<file path="src/rtl/hazard_ctrl_pkg.sv">
// Shared pipeline definitions: JumpBranch codes, hazard FSM states and the
// per-state pipeline control decode used by the hazard sequencer.
package hazard_ctrl_pkg;

  typedef enum logic [2:0] {
    JbOthers = 3'd0,
    JbBeq    = 3'd1,
    JbBne    = 3'd2,
    JbJr     = 3'd3,
    JbJ      = 3'd4,
    JbJal    = 3'd7
  } jump_branch_e;

  typedef enum logic [1:0] {
    StRun     = 2'd0,
    StFlush   = 2'd1,
    StStall   = 2'd2,
    StMemWait = 2'd3
  } hazard_state_e;

  typedef struct packed {
    logic pc_write;
    logic if_id_write;
    logic if_id_flush;
    logic id_ex_flush;
    logic ex_mem_write;
    logic mem_wb_flush;
  } pipe_ctrl_t;

  localparam int unsigned StallW = 2;

  function automatic pipe_ctrl_t ctrl_for_state(hazard_state_e st);
    pipe_ctrl_t c;
    c = '{pc_write: 1'b1, if_id_write: 1'b1, if_id_flush: 1'b0,
          id_ex_flush: 1'b0, ex_mem_write: 1'b1, mem_wb_flush: 1'b0};
    case (st)
      StFlush: c.if_id_flush = 1'b1;
      StStall: begin
        c.pc_write    = 1'b0;
        c.if_id_write = 1'b0;
        c.id_ex_flush = 1'b1;
      end
      StMemWait: begin
        c.pc_write     = 1'b0;
        c.if_id_write  = 1'b0;
        c.ex_mem_write = 1'b0;
        c.mem_wb_flush = 1'b1;
      end
      default: ;
    endcase
    return c;
  endfunction

endpackage

</file>
<file path="src/rtl/hazard_ctrl_sat_counter.sv">
// Saturating up-counter with synchronous clear; holds at all-ones.
module sat_counter #(
  parameter int unsigned CNT_W = 32
) (
  input  logic             clk,
  input  logic             clear,
  input  logic             inc,
  output logic [CNT_W-1:0] count
);

  logic [CNT_W-1:0] count_q;

  always_ff @(posedge clk) begin
    if (clear) begin
      count_q <= '0;
    end else if (inc && (count_q != '1)) begin
      count_q <= count_q + CNT_W'(1);
    end
  end

  assign count = count_q;

endmodule

</file>
<file path="src/rtl/hazard_ctrl.sv">
// Stall/flush sequencer for the 5-stage MIPS pipeline: load-use and branch-operand
// stalls, taken-branch fetch squash, data-memory freeze and performance counters.
module hazard_ctrl
  import hazard_ctrl_pkg::*;
#(
  parameter int unsigned CNT_W       = 32,
  parameter int unsigned MEM_TIMEOUT = 64
) (
  input  logic             clk,
  input  logic             rst,
  input  logic [2:0]       ID_JumpBranch,
  input  logic [4:0]       ID_rsAddr,
  input  logic [4:0]       ID_rtAddr,
  input  logic             ID_UsesRt,
  input  logic             ID_MemWrite,
  input  logic             ID_Taken,
  input  logic [4:0]       EX_wrAddr,
  input  logic             EX_RegWrite,
  input  logic             EX_MemtoReg,
  input  logic [4:0]       MEM_wrAddr,
  input  logic             MEM_MemtoReg,
  input  logic             mem_busy,
  output logic             PC_Write,
  output logic             IF_ID_Write,
  output logic             IF_ID_Flush,
  output logic             ID_EX_Flush,
  output logic             EX_MEM_Write,
  output logic             MEM_WB_Flush,
  output logic             mem_err,
  output logic [CNT_W-1:0] stall_cnt,
  output logic [CNT_W-1:0] flush_cnt
);

  localparam int unsigned TW = $clog2(MEM_TIMEOUT + 1);
  localparam logic [TW-1:0] TimeoutLast = TW'(MEM_TIMEOUT - 1);

  jump_branch_e       jb;
  logic               ex_rs, ex_rt, mem_rs, mem_rt;
  logic               lu_rt, br_rt, is_br, lu;
  logic [StallW-1:0]  lu_len, br_len, stall_len;

  hazard_state_e      state_q, state_d, resume_q, resume_d;
  logic [StallW-1:0]  rem_q, rem_d;
  pipe_ctrl_t         ctrl_q;
  logic               mem_err_q;
  logic               flush_hit, stall_inc, timeout_hit;
  logic [TW-1:0]      busy_cnt;

  assign jb = jump_branch_e'(ID_JumpBranch);

  // Hazard detection: stall length is the worst case over all producers.
  always_comb begin
    ex_rs  = (EX_wrAddr != 5'd0) && (EX_wrAddr == ID_rsAddr);
    ex_rt  = (EX_wrAddr != 5'd0) && (EX_wrAddr == ID_rtAddr);
    mem_rs = (MEM_wrAddr != 5'd0) && (MEM_wrAddr == ID_rsAddr);
    mem_rt = (MEM_wrAddr != 5'd0) && (MEM_wrAddr == ID_rtAddr);
    // SW store data comes from WB->MEM forwarding, so rt of a store never stalls.
    lu_rt  = ID_UsesRt && !ID_MemWrite;
    br_rt  = (jb == JbBeq) || (jb == JbBne);
    is_br  = br_rt || (jb == JbJr);
    lu     = EX_MemtoReg && (ex_rs || (ex_rt && lu_rt));
    lu_len = lu ? 2'd1 : 2'd0;
    br_len = 2'd0;
    if (is_br) begin
      if (ex_rs || (br_rt && ex_rt)) begin
        if (EX_MemtoReg) begin
          br_len = 2'd2;
        end else if (EX_RegWrite) begin
          br_len = 2'd1;
        end
      end
      if ((br_len == 2'd0) && MEM_MemtoReg && (mem_rs || (br_rt && mem_rt))) begin
        br_len = 2'd1;
      end
    end
    stall_len = (br_len > lu_len) ? br_len : lu_len;
  end

  always_comb begin
    state_d   = state_q;
    rem_d     = rem_q;
    resume_d  = resume_q;
    flush_hit = 1'b0;
    if (mem_busy) begin
      state_d = StMemWait;
      unique case (state_q)
        // The stall cycle just completed still counts; remember what is left.
        StStall: begin
          resume_d = (rem_q == 2'd1) ? StRun : StStall;
          rem_d    = rem_q - 2'd1;
        end
        StMemWait: resume_d = resume_q;
        StRun, StFlush: resume_d = StRun;
      endcase
    end else begin
      unique case (state_q)
        StMemWait: state_d = resume_q;
        StStall: begin
          if (rem_q == 2'd1) begin
            state_d = StRun;
          end else begin
            rem_d = rem_q - 2'd1;
          end
        end
        StRun, StFlush: begin
          if (stall_len != 2'd0) begin
            state_d = StStall;
            rem_d   = stall_len;
          end else if (ID_Taken) begin
            state_d   = StFlush;
            flush_hit = 1'b1;
          end else begin
            state_d = StRun;
          end
        end
      endcase
    end
  end

  assign stall_inc   = (state_d == StStall) || (state_d == StMemWait);
  assign timeout_hit = mem_busy && (busy_cnt >= TimeoutLast);

  always_ff @(posedge clk) begin
    if (rst) begin
      state_q   <= StRun;
      rem_q     <= '0;
      resume_q  <= StRun;
      ctrl_q    <= ctrl_for_state(StRun);
      mem_err_q <= 1'b0;
    end else begin
      state_q  <= state_d;
      rem_q    <= rem_d;
      resume_q <= resume_d;
      ctrl_q   <= ctrl_for_state(state_d);
      if (timeout_hit) begin
        mem_err_q <= 1'b1;
      end
    end
  end

  sat_counter #(.CNT_W(CNT_W)) u_stall_cnt (
    .clk  (clk),
    .clear(rst),
    .inc  (stall_inc),
    .count(stall_cnt)
  );

  sat_counter #(.CNT_W(CNT_W)) u_flush_cnt (
    .clk  (clk),
    .clear(rst),
    .inc  (flush_hit),
    .count(flush_cnt)
  );

  sat_counter #(.CNT_W(TW)) u_busy_cnt (
    .clk  (clk),
    .clear(rst || !mem_busy),
    .inc  (mem_busy),
    .count(busy_cnt)
  );

  assign PC_Write     = ctrl_q.pc_write;
  assign IF_ID_Write  = ctrl_q.if_id_write;
  assign IF_ID_Flush  = ctrl_q.if_id_flush;
  assign ID_EX_Flush  = ctrl_q.id_ex_flush;
  assign EX_MEM_Write = ctrl_q.ex_mem_write;
  assign MEM_WB_Flush = ctrl_q.mem_wb_flush;
  assign mem_err      = mem_err_q;

endmodule

</file>
<file path="config.mk">
export PLATFORM = sky130hd
export DESIGN_NAME = hazard_ctrl
export DESIGN_NICKNAME = d
export VERILOG_FILES = /design/src/rtl/hazard_ctrl_pkg.sv /design/src/rtl/hazard_ctrl_sat_counter.sv /design/src/rtl/hazard_ctrl.sv
export SDC_FILE = /design/constraint.sdc
export NUM_CORES = 1
export LEC_CHECK = 0
export BUFFER_PORTS_ARGS = -buffer_cell sky130_fd_sc_hd__buf_2
export CAP_MARGIN = 15
export CORE_AREA = 2 2 91 93
export DETAILED_ROUTE_END_ITERATION = 10
export DIE_AREA = 0 0 93 95
export GPL_TIMING_DRIVEN = 0
export PLACE_DENSITY_LB_ADDON = 0.2
export RECOVER_POWER = 50
export SETUP_SLACK_MARGIN = 0.2
export SYNTH_ARGS = -nofsm -noshare
export SYNTH_HDL_FRONTEND = slang
export SYNTH_SLANG_ARGS = --single-unit
export TNS_END_PERCENT = 1
</file>
<file path="constraint.sdc">
create_clock -name clk -period 6.2 [get_ports clk]
set_input_delay 0.62 -clock clk [delete_from_list [all_inputs] [get_ports clk]]
set_output_delay 0.62 -clock clk [all_outputs]
set_load 0.02 [all_outputs]
</file>
# Word level (Yosys, flattened, before mapping)

Index checks and enable logic that the tools add are counted.

Register bits: 84
Input port bits: 32
Output and inout bits: 71

$add $sub $neg: 4
Magnitude comparators: 2
Equal/unequal tests: 20
Multiplexer cells: 28
Bitwise logic cells: 1
Reduce and logical (&&, ||, !) cells: 34

Operators with widths:

| cell                                                                  | count |
|---|---|
| 32-bit by 1-bit adder with 32-bit output, second input constant       | 2 |
| 32-bit inequality test, second input constant                         | 2 |
| 2-bit 2-to-1 mux                                                      | 16 |
| 5-bit equality test                                                   | 4 |
| 1-bit logical AND                                                     | 15 |
| 5-bit nonzero test                                                    | 2 |
| 1-bit 2-to-1 mux                                                      | 9 |
| 2-bit equality test, second input constant                            | 4 |
| 2-bit case mux with 2 select lines                                    | 2 |
| 7-bit by 1-bit adder with 7-bit output, second input constant         | 1 |
| 7-bit by 6-bit >= comparator with 1-bit output, second input constant | 1 |
| 1-bit logical OR                                                      | 7 |
| 7-bit inequality test, second input constant                          | 1 |
| 2-bit by 1-bit equality test with 1-bit output, second input constant | 3 |
| 3-bit by 2-bit equality test with 1-bit output, second input constant | 2 |
| 3-bit inequality test, second input constant                          | 2 |
| 2-bit case mux with 3 select lines                                    | 1 |
| 2-bit logical NOT                                                     | 2 |
| 4-bit AND reduction                                                   | 1 |
| 2-bit nonzero test                                                    | 2 |
| 2-bit OR reduction                                                    | 2 |
| 3-bit by 1-bit equality test with 1-bit output, second input constant | 1 |
| 2-bit by 1-bit greater-than comparator with 1-bit output              | 1 |
| 1-bit logical NOT                                                     | 2 |
| other kinds (4)                                                       | 4 |

# Depth between registers and ports, before layout

Gate-level depths: netlist (run 1).

Depth after elaboration: 20
Gate-level depth with buffers: 15
Mapped depth without buffers: 14

# Cells and area by module

A second synthesis (run 1) with hierarchy kept.

Cells, all modules: 545
Area, all modules: 4585.6 um^2

By module, submodules not included:

| module                        | instances | cells an instance | area each (um^2) |
|---|---|---|---|
| sat_counter (u_flush_cnt ...) | 2         | 199               | 1674.1 |
| hazard_ctrl                   | 1         | 110               | 887.1 |
| sat_counter (u_busy_cnt)      | 1         | 37                | 350.3 |

# Least setup slack after synthesis (run 1)

OpenSTA, ideal clock, no wires.

Path kind: input-to-reg
Start point: input EX_wrAddr[1]
End point: register u_flush_cnt.count_q[10] (netlist: u_flush_cnt.count[10])
Library setup time: 0.121 ns
Arrival time: 3.494 ns
Data required time: 6.079 ns
Slack: 2.585 ns
Stages on the path: 14
Path buffers: 1
Cell sequence: xor2_1 nor3_2 nand3_1 a21oi_2 nor2_2 or3_1 ha_1 nor2_1 a211o_1 a21boi_2 nand4_2 buf_2 nor3_1 mux2_2

Longest elaborated chain between the ends: 18
Elaborated cells on any way between the ends: 25

RTL lines:

| item                                                      | RTL line                             | source |
|---|---|---|
| from (decl)                                               | hazard_ctrl.sv:17                    | `input logic [4:0] EX_wrAddr,` |
| 5-bit equality test or 5-bit nonzero test (tied branches) | hazard_ctrl.sv:54, hazard_ctrl.sv:53 |  |
| 1-bit logical AND                                         | hazard_ctrl.sv:54                    | `ex_rt = (EX_wrAddr != 5'd0) && (EX_wrAddr == ID_rtAddr);` |
| 1-bit logical AND                                         | hazard_ctrl.sv:65                    | `if (ex_rs \|\| (br_rt && ex_rt)) begin` |
| 1-bit logical OR                                          | hazard_ctrl.sv:65                    |  |
| 2-bit 2-to-1 mux                                          | hazard_ctrl.sv:65                    |  |
| 2-bit 2-to-1 mux                                          | hazard_ctrl.sv:64                    | `if (is_br) begin` |
| 2-bit logical NOT                                         | hazard_ctrl.sv:72                    | `if ((br_len == 2'd0) && MEM_MemtoReg && (mem_rs \|\| (br_rt && mem_rt))) begin` |
| 1-bit logical AND (2 in a row)                            | hazard_ctrl.sv:72                    |  |
| 2-bit 2-to-1 mux                                          | hazard_ctrl.sv:72                    |  |
| 2-bit 2-to-1 mux                                          | hazard_ctrl.sv:64                    |  |
| 2-bit by 1-bit greater-than comparator with 1-bit output  | hazard_ctrl.sv:76                    | `stall_len = (br_len > lu_len) ? br_len : lu_len;` |
| 2-bit 2-to-1 mux *                                        | hazard_ctrl.sv:76                    |  |
| 2-bit nonzero test *                                      | hazard_ctrl.sv:106                   | `if (stall_len != 2'd0) begin` |
| 1-bit 2-to-1 mux *                                        | hazard_ctrl.sv:106                   |  |
| 1-bit 2-to-1 mux *                                        | hazard_ctrl.sv:96                    | `unique case (state_q)` |
| 1-bit 2-to-1 mux *                                        | hazard_ctrl.sv:84                    | `if (mem_busy) begin` |
| 1-bit logical AND *                                       | hazard_ctrl_sat_counter.sv:16        | `end else if (inc && (count_q != '1)) begin` |
| to (signal assigned)                                      | hazard_ctrl_sat_counter.sv:17        | `count_q <= count_q + CNT_W'(1);` |
| to (decl)                                                 | hazard_ctrl_sat_counter.sv:11        | `logic [CNT_W-1:0] count_q;` |

Every way passes the cells marked *; elsewhere a longest branch is shown, timed or not. The select of a mux whose other input is x is not followed.
A chain may end at the register's enable or synchronous reset.

# Worst setup path after layout (run 1)

Start point: input ID_rsAddr[1]
End point: register u_flush_cnt.count_q[28] (netlist: u_flush_cnt.count[28])

Longest elaborated chain between the ends: 17
Elaborated cells on any way between the ends: 23

RTL lines:

| item                                                     | RTL line                      | source |
|---|---|---|
| from (decl)                                              | hazard_ctrl.sv:12             | `input logic [4:0] ID_rsAddr,` |
| 5-bit equality test                                      | hazard_ctrl.sv:53             | `ex_rs = (EX_wrAddr != 5'd0) && (EX_wrAddr == ID_rsAddr);` |
| 1-bit logical AND                                        | hazard_ctrl.sv:53             |  |
| 1-bit logical OR                                         | hazard_ctrl.sv:65             |  |
| 2-bit 2-to-1 mux                                         | hazard_ctrl.sv:65             |  |
| 2-bit 2-to-1 mux                                         | hazard_ctrl.sv:64             |  |
| 2-bit logical NOT                                        | hazard_ctrl.sv:72             |  |
| 1-bit logical AND (2 in a row)                           | hazard_ctrl.sv:72             |  |
| 2-bit 2-to-1 mux                                         | hazard_ctrl.sv:72             |  |
| 2-bit 2-to-1 mux                                         | hazard_ctrl.sv:64             |  |
| 2-bit by 1-bit greater-than comparator with 1-bit output | hazard_ctrl.sv:76             |  |
| 2-bit 2-to-1 mux *                                       | hazard_ctrl.sv:76             |  |
| 2-bit nonzero test *                                     | hazard_ctrl.sv:106            |  |
| 1-bit 2-to-1 mux *                                       | hazard_ctrl.sv:106            |  |
| 1-bit 2-to-1 mux *                                       | hazard_ctrl.sv:96             |  |
| 1-bit 2-to-1 mux *                                       | hazard_ctrl.sv:84             |  |
| 1-bit logical AND *                                      | hazard_ctrl_sat_counter.sv:16 |  |

Marks and branches as above.

==> Flow_metrics.wiki, run 1 <==
{| class="wikitable"
! Metric !! Value
|-
| Kind of critical path || in -> reg
|-
| Final routed wire length divided by cell count || 16.06 um
|-
| Worst reg-to-reg path cell count || 10
|-
| Most used standard cells in the synthesized netlist || sky130_fd_sc_hd__dfxtp_1, sky130_fd_sc_hd__a21oi_1, sky130_fd_sc_hd__nand2_1
|-
| Via count || 4,601
|-
| Outcome || finished, final reports clean
|-
| Final period utilization || 64.59%
|-
| Dominant register cell in the synthesized netlist || sky130_fd_sc_hd__dfxtp_1
|-
| GR Util All Layers || 28.21%
|-
| Sequential-to-total area share from yosys stat || 37.36%
|-
| Area share of fa/ha/maj cells after synthesis || 1.424%
|-
| Critical-path cell with the highest stage delay || sky130_fd_sc_hd__or3_1
|-
| Number of optimization iterations in the first detailed-route pass || 5
|-
| Share of flip-flops with an asynchronous set or reset after synthesis || 0%
|-
| Total CTS buffers || 9
|-
| Area fraction in compound gates after synthesis || 18.05%
|-
| Vert. Die Dim || 95 um
|-
| Worst path buffer plus inverter count || 2
|-
| CP delay by family, top || simple AND/OR/NAND/NOR gates
|-
| Top cells by area, synth || sky130_fd_sc_hd__dfxtp_1, sky130_fd_sc_hd__a21oi_1, sky130_fd_sc_hd__or4_1, sky130_fd_sc_hd__xor2_1, sky130_fd_sc_hd__o31ai_1
|-
| Yosys warning count || 0
|-
| Ports placed on the boundary || 103
|-
| Number of nets in the layout || 691
|-
| Sink of the worst hold path || u_busy_cnt.count[5]$_SDFFE_PP0P_
|-
| Power per Cell Area || 203.0 mW/mm2
|-
| Antenna cells || 0
|-
| Wire length of the first global-routing pass || 19,940 um
|-
| Worst Setup Start Kind || input pin
|-
| Actual transition at the worst max-transition pin || 0.6665 ns
|-
| Maximum clock frequency || 249.7 MHz
|-
| Max FO, Critical Path || 10
|-
| #FFs+latches synth || 82
|-
| Skew-Pair Late Insertion Delay || 0.36 ns
|-
| Multiplexer fraction of the synthesized cell area || 2.192%
|-
| Number of distinct standard cells referenced by the synthesized netlist || 49
|-
| Number of port buffers || 101
|-
| Final Max Slew Viols || 0
|-
| Count of endpoints failing setup in the final report || 0
|-
| Arrival time of the worst setup path || 4.26 ns
|-
| Clock-pin slew on the worst setup and hold paths || 0.08 ns
|-
| Die area || 0.008835 mm2
|-
| Post-synthesis instance area || 0.004394 mm2
|-
| R2R Path Start || u_stall_cnt.count[3]$_SDFFE_PP0P_
|-
| Detailed-placement wirelength estimate || 9030 um
|-
| Total setup buffers inserted after CTS || 0
|-
| Fraction of final layout cells sized beyond drive strength 1 || 10.32%
|-
| Min-Delay Path Class || reg -> reg
|-
| RSZ-0062 raised after global routing || no
|-
| Layout overhead on the synthesized area || 17.03%
|-
| CTS Buffer Depth || 2
|-
| Endpoint type of the worst setup path || flop
|-
| Cell type with the largest total area after synthesis || sky130_fd_sc_hd__dfxtp_1
|-
| Routed Wire Length || 12,270 um
|-
| Total of cells resized after clock tree synthesis || 0
|-
| Worst-path cell chain || buf_2 -> xor2_1 -> nor3_1 -> nand3_1 -> a21oi_1 -> nor2_2 -> or3_1 -> ha_1 -> nor2_1 -> a211o_1 -> a21boi_2 -> nand4_2 -> buf_2 -> nor3_1 -> mux2_2
|-
| Number of clock sinks || 82
|-
| Required time at the endpoint of the critical path || 6.45 ns
|-
| Placement row count || 33
|-
| Maximum number of pins on one net before global-route repair || 14
|-
| Share of Yosys cell area claimed by the top area cell type || 37.36%
|-
| Root Driver || sky130_fd_sc_hd__clkbuf_8
|-
| Endpoint of the worst register-to-register path || u_stall_cnt.count[3]$_SDFFE_PP0P_
|-
| DRC violations left || 0
|-
| Count of cells along the worst hold path || 2
|-
| TritonCTS clock tree || built
|-
| Synthesized area divided by synthesized cell count || 8.107 um2
|-
| Overall die width || 93 um
|-
| Slew margin rel. || 54.98%
|-
| Number of global-route vias before repair || 4,346
|-
| Worst reg2reg setup slack || 3.10 ns
|-
| Global placement routability congestion || 0.8443
|-
| Final hold slack || 0.4747 ns
|-
| Synth Net Count || 579
|-
| Final worst clock skew || 0.01011 ns
|-
| Grt total ovfl || 0
|-
| Initial cell density of the core || 55.43%
|-
| Number of levels in the clock H-tree || 3
|-
| Depth of the critical timing path with buffers and inverters included || 15
|-
| Number of hold buffers added after cts || 0
|-
| Antenna violations before repair || 0
|-
| Pleak || 1.766 nW
|-
| Total negative slack || 0 ns
|-
| Library cell with the highest instance count after synthesis || sky130_fd_sc_hd__dfxtp_1
|-
| XOR/XNOR Fraction of Synth Area || 5.979%
|-
| Hold path startpoint || u_busy_cnt.count[5]$_SDFFE_PP0P_
|-
| Via density || 6.022
|-
| Cells after Synth || 542
|-
| Max stage delay on crit path || 0.40 ns
|-
| Final critical delay including setup and external delays || 4.005 ns
|-
| Post-synthesis share of cell area spent on and, or, nand and nor gates || 31.18%
|-
| Worst supply voltage drop on vdd || 0.0001017 V
|-
| Post-synth EDFFs || 0
|-
| Placeable Area || 0.007928 mm2
|-
| Final ANT Viol Nets || 0
|-
| Drt first-iter violations || 300
|-
| Reported max-cap violation count || 0
|-
| Final Hold Fails || 0
|-
| Dominant combinational cell family by area after synthesis || simple AND/OR/NAND/NOR gates
|}
## area by class of cell
type / count / area, um2
plain buffers: 29 / 130.1
clock buffers: 12 / 145.1
clock inverters: 4 / 51.30
fillers: 755 / 2785
inverters: 10 / 37.54
multi-input cells: 421 / 2585
flip-flops and latches: 82 / 1642
well taps: 105 / 131.4
repair buffers: 101 / 420.4
## report_power, final
group / switching (W) / internal, W
clock: 0.000196 / 0.000198
combinational: 0.0000695 / 0.0000388
sequential: 0.00000761 / 0.000534
total: 0.000274 / 0.000770
## tightest hold or removal path: cells and delay by family, from the launching register on
kind / cells / cell delay (ns)
AND/OR/NAND/NOR: 1 / 0.07
flip-flops: 1 / 0.33
AO/OA/AOI/OAI: 1 / 0.04
## per-stage QoR
step                std cells  worst slack (ns)  util (%)  total power, W  instance area [um2]
floorplan                 542             2.585         -       0.0006205                 4394
global placement          748             1.951     63.46       0.0006587                 5031
CTS                       764             2.225     65.94        0.001048                 5228
global route              764             1.963     64.87        0.001082                 5142
finish                    764             2.195     64.87        0.001044                 5142
detailed placement        748             1.861     63.46       0.0006624                 5031
## layer usage
| metal | GRT usage [%] | wire length (um) | up-vias | part of all wire, % |
|---|---|---|---|---|
| li1 | - | - | 2234 | - |
| met1 | 33.86 | 5195 | 2181 | 42 |
| met2 | 49.28 | 5987 | 160 | 49 |
| met3 | 5.028 | 805 | 26 | 6.6 |
| met4 | 12.87 | 284 | 0 | 2.3 |
| met5 | 0 | 0 | - | 0 |
## logic make-up (layout without fill, tap and decap cells)
group,after synthesis,count (layout)
xor gates and xnor gates,30,30
DFF,82,82
buffers and inverters,39,156
adders and majority gates,5,5
AOI/OAI and AO/OA,133,133
muxes,9,9
and+or+nand+nor,244,244
## worst max-delay path by stage
stage	endpoint	from
detailed placement	u_flush_cnt.count[28]$_SDFFE_PP0P_	EX_wrAddr[1]
global route	u_flush_cnt.count[28]$_SDFFE_PP0P_	EX_wrAddr[1]
floorplan	u_flush_cnt.count[10]$_SDFFE_PP0P_	EX_wrAddr[1]
CTS	u_flush_cnt.count[28]$_SDFFE_PP0P_	EX_wrAddr[1]
finish	u_flush_cnt.count[28]$_SDFFE_PP0P_	ID_rsAddr[1]
global placement	u_flush_cnt.count[28]$_SDFFE_PP0P_	EX_wrAddr[1]
## cell usage in the layout, fill, tap and decap left out, types with 3 or more instances in the layout
cell,count
sky130_fd_sc_hd__inv_1,10
sky130_fd_sc_hd__a21oi_1,60
sky130_fd_sc_hd__clkbuf_1,93
sky130_fd_sc_hd__and4_1,6
sky130_fd_sc_hd__xnor2_1,9
sky130_fd_sc_hd__and2_1,7
sky130_fd_sc_hd__and3_1,20
sky130_fd_sc_hd__clkbuf_8,10
sky130_fd_sc_hd__buf_2,35
sky130_fd_sc_hd__nor2_1,34
sky130_fd_sc_hd__or2_2,4
sky130_fd_sc_hd__o31ai_1,24
sky130_fd_sc_hd__nor2b_1,11
sky130_fd_sc_hd__mux2_2,5
sky130_fd_sc_hd__or3_1,26
sky130_fd_sc_hd__nand2_1,41
sky130_fd_sc_hd__mux2i_1,4
sky130_fd_sc_hd__nand2b_1,3
sky130_fd_sc_hd__nand3_1,19
sky130_fd_sc_hd__xor2_1,21
sky130_fd_sc_hd__nor3_1,11
sky130_fd_sc_hd__nand4_1,26
sky130_fd_sc_hd__dfxtp_1,82
sky130_fd_sc_hd__ha_1,5
sky130_fd_sc_hd__o21ai_0,33
sky130_fd_sc_hd__or4_1,28
## flip-flops by register name, summed over array words and instances, names as in the netlist
| signal | flops |
|---|---|
| IF_ID_Flush | 1 |
| rem_q | 2 |
| ID_EX_Flush | 1 |
| state_q | 2 |
| u_busy_cnt.count | 7 |
| MEM_WB_Flush | 1 |
| u_stall_cnt.count | 32 |
| u_flush_cnt.count | 32 |
| resume_q | 1 |
| PC_Write | 1 |
| EX_MEM_Write | 1 |
| mem_err | 1 |
Note: power is estimated with default switching activity, not from simulation.
==> run 2, diff against run 1 <==
ABC_AREA = 1   (was unset)
CORE_AREA = 2 2 105 107   (was 2 2 91 93)
DIE_AREA = 0 0 107 109   (was 0 0 93 95)
clock period = 3.22 ns   (was 6.2 ns; I/O delays follow)
==> Flow_metrics.wiki, run 2 <==
{| class="wikitable"
! Metric !! Value
|-
| Outcome || finished, final reports clean
|-
| Yosys warning count || 0
|-
| Min-Delay Path Class || in -> reg
|-
| Most used standard cells in the synthesized netlist || sky130_fd_sc_hd__nand2_1, sky130_fd_sc_hd__dfxtp_1, sky130_fd_sc_hd__nor2_1
|-
| Most common library cell in the layout ignoring fill and taps || sky130_fd_sc_hd__nand2_1
|-
| Detailed-placement wirelength estimate || 11,540 um
|-
| Final Hold Fails || 0
|-
| Worst-path cell chain || buf_2 -> nor2_1 -> nand2_1 -> o21ai_1 -> inv_1 -> nand3_2 -> nand2_2 -> a21oi_2 -> nand2_1 -> ha_1 -> nor2_1 -> nand3b_2 -> nand3_2 -> nor2_4 -> nand2_2 -> buf_2 -> nand2_1 -> a21oi_1
|-
| Highest-count cells in the layout ignoring fill and taps || sky130_fd_sc_hd__nand2_1, sky130_fd_sc_hd__clkbuf_1, sky130_fd_sc_hd__dfxtp_1, sky130_fd_sc_hd__nor2_1, sky130_fd_sc_hd__a21oi_1
|-
| Arrival time of the worst setup path || 2.67 ns
|-
| Worst path buffer plus inverter count || 3
|-
| R2R Path Start || u_stall_cnt.count[2]$_SDFFE_PP0P_
|-
| Overall die width || 107 um
|-
| Share of Yosys cell area claimed by the top area cell type || 31.86%
|-
| Post-synth EDFFs || 0
|-
| Drt first-iter violations || 410
|-
| Endpoint of the worst register-to-register path || u_stall_cnt.count[31]$_SDFFE_PP0P_
|-
| Via density || 5.283
|-
| Number of distinct standard cells referenced by the synthesized netlist || 37
|-
| Placeable Area || 0.01060 mm2
|-
| Dominant register cell in the synthesized netlist || sky130_fd_sc_hd__dfxtp_1
|-
| Vert. Die Dim || 109 um
|-
| Skew-Pair Late Insertion Delay || 0.36 ns
|-
| Top cells by area, synth || sky130_fd_sc_hd__dfxtp_1, sky130_fd_sc_hd__nand2_1, sky130_fd_sc_hd__xor2_1, sky130_fd_sc_hd__a21oi_1, sky130_fd_sc_hd__nand3_1
|-
| Die area || 0.01166 mm2
|-
| Final period utilization || 76.16%
|-
| Kind of critical path || in -> reg
|-
| Maximum number of pins on one net before global-route repair || 16
|-
| Most repeated library cell on the critical path || sky130_fd_sc_hd__nand2_1
|-
| Antenna cells || 0
|-
| Number of nets in the layout || 918
|-
| Share of flip-flops with an asynchronous set or reset after synthesis || 0%
|-
| Power per Cell Area || 357.9 mW/mm2
|-
| Fraction of final layout cells sized beyond drive strength 1 || 9.255%
|-
| Final ANT Viol Nets || 0
|-
| Via count || 5,420
|-
| Number of global-route vias before repair || 5,220
|-
| Ports placed on the boundary || 103
|-
| Count of placed standard cells in the final layout, fillers left out || 1,026
|-
| Critical-path cell with the highest stage delay || sky130_fd_sc_hd__ha_1
|-
| Final routed wire length divided by cell count || 14.17 um
|-
| Root Driver || sky130_fd_sc_hd__clkbuf_8
|-
| GR Util All Layers || 25.75%
|-
| Actual transition at the worst max-transition pin || 0.5633 ns
|-
| Sequential-to-total area share from yosys stat || 31.86%
|-
| Synthesized area divided by synthesized cell count || 6.700 um2
|-
| Library cell with the highest instance count after synthesis || sky130_fd_sc_hd__nand2_1
|-
| Routed Wire Length || 14,540 um
|-
| Layout overhead on the synthesized area || 15.83%
|-
| Number of levels in the clock H-tree || 3
|-
| Count of endpoints failing setup in the final report || 0
|-
| Total setup buffers inserted after CTS || 0
|-
| Number of clock sinks || 82
|-
| Placed insts || 1,010
|-
| Worst reg-to-reg path cell count || 10
|-
| Total CTS buffers || 9
|-
| #FFs+latches synth || 82
|-
| Sink of the worst hold path || IF_ID_Flush$_SDFF_PP0_
|-
| Slew margin rel. || 62.10%
|-
| Count of cells along the worst hold path || 2
|-
| CTS Buffer Depth || 2
|-
| Cell type with the largest total area after synthesis || sky130_fd_sc_hd__dfxtp_1
|-
| Number of optimization iterations in the first detailed-route pass || 5
|-
| Worst reg2reg setup slack || 0.95 ns
|-
| CP delay by family, top || simple AND/OR/NAND/NOR gates
|-
| Required time at the endpoint of the critical path || 3.44 ns
|-
| RSZ-0062 raised after global routing || no
|-
| Number of hold buffers added after cts || 0
|-
| Post-synthesis instance area || 0.005152 mm2
|-
| Total of cells resized after clock tree synthesis || 0
|-
| Grt total ovfl || 0
|-
| Worst Setup Start Kind || input pin
|-
| Pleak || 2.114 nW
|-
| Maximum clock frequency || 407.8 MHz
|-
| Placement row count || 38
|-
| Reported max-cap violation count || 0
|-
| Antenna violations before repair || 0
|-
| Final Max Slew Viols || 0
|-
| Worst supply voltage drop on vdd || 0.0002937 V
|-
| Wire length of the first global-routing pass || 24,130 um
|-
| Max stage delay on crit path || 0.28 ns
|-
| Final worst clock skew || 0.01569 ns
|-
| Number of port buffers || 101
|-
| Hold path startpoint || mem_busy
|-
| DRC violations left || 0
|-
| Max FO, Critical Path || 10
|-
| Final critical delay including setup and external delays || 2.452 ns
|-
| Synth Net Count || 806
|-
| Initial cell density of the core || 48.60%
|-
| Global placement routability congestion || 1.031
|-
| Total negative slack || 0 ns
|-
| Cells after Synth || 769
|-
| Endpoint type of the worst setup path || flop
|-
| TritonCTS clock tree || built
|-
| Clock-pin slew on the worst setup and hold paths || 0.09 ns
|}
## run 2: changes by cell type in the layout (fill, tap and decap cells not counted), sizes merged, moves of 20 or more
| cell | delta |
|---|---|
| nand2 | +154 |
| inv | +65 |
| nand3 | +57 |
| nor2 | +46 |
| xor2 | +37 |
| or4 | -28 |
| or3 | -26 |
| o21ai | -24 |
| o31ai | -24 |
| and3 | -20 |
| nor3 | +20 |
| nor4 | +20 |
## run 2: kinds of logic (layout without fill, tap and decap cells)
family                     Yosys count  count (layout)  synth area share, %
and+or+nand+nor                    416             416                36.47
buffers and inverters              100             217                8.159
AOI/OAI and AO/OA                   90              90                9.374
DFF                                 82              82                31.86
xor gates and xnor gates            76              76                12.92
adders and majority gates            5               5                1.214
## run 2: cell type report
type	instances	area [um2]
Inverter	73	274.0
Timing Repair Buffer	101	415.4
Multi-Input combinational cell	587	3090
Clock inverter	7	101.3
Sequential cell	82	1642
Clock buffer	9	123.9
Tap cell	140	175.2
Fill cell	1101	4634
Buffer	27	146.4
## run 2: where the power goes
group          switching (W)  total, W  leakage (nW)  internal, W
Sequential         0.0000124   0.00104         0.664      0.00103
Combinational       0.000158  0.000237          1.34    0.0000791
Clock               0.000414  0.000858         0.106     0.000444
## run 2: worst reg2reg max path, delay by kind of cell (launching register included)
family                    cells  cell delay [ns]
AOI/OAI and AO/OA             1             0.15
xor gates and xnor gates      1             0.17
buffers and inverters         3             0.39
DFF                           1             0.47
and+or+nand+nor               5             1.00
## run 2: worst max-delay path by stage
stage / start / to / slack (ns) / cells after the start
2_1_floorplan: ID_JumpBranch[2] / u_flush_cnt.count[2]$_SDFFE_PP0P_ / 0.84 / 18
6_report: EX_wrAddr[0] / u_flush_cnt.count[24]$_SDFFE_PP0P_ / 0.77 / 18
3_3_place_gp: EX_wrAddr[0] / u_flush_cnt.count[23]$_SDFFE_PP0P_ / 0.46 / 18
3_5_place_dp: EX_wrAddr[0] / u_flush_cnt.count[27]$_SDFFE_PP0P_ / 0.39 / 18
5_1_grt: EX_wrAddr[0] / u_flush_cnt.count[24]$_SDFFE_PP0P_ / 0.51 / 17
4_1_cts: EX_wrAddr[0] / u_flush_cnt.count[24]$_SDFFE_PP0P_ / 0.77 / 18
## run 2: per-stage QoR
step	total power, W	utilization (%)	hold slack (ns)	worst slack [ns]	cell area [um2]
final	0.002136	56.29	0.3363	0.7677	5968
after global routing	0.002224	56.29	0.3459	0.5127	5968
after CTS	0.002162	57.14	0.2173	0.7746	6058
after detailed placement	0.001303	55.02	0.4429	0.3870	5833
after global placement	0.001293	55.02	0.4326	0.4605	5833
after floorplan	0.001219	-	0.4013	0.8437	5152
## run 2: routing by layer
metal	track usage (%)	wire, um
met1	31.53	6442
met2	45.13	6951
met3	3.885	643
met4	10.95	501
met5	0	0
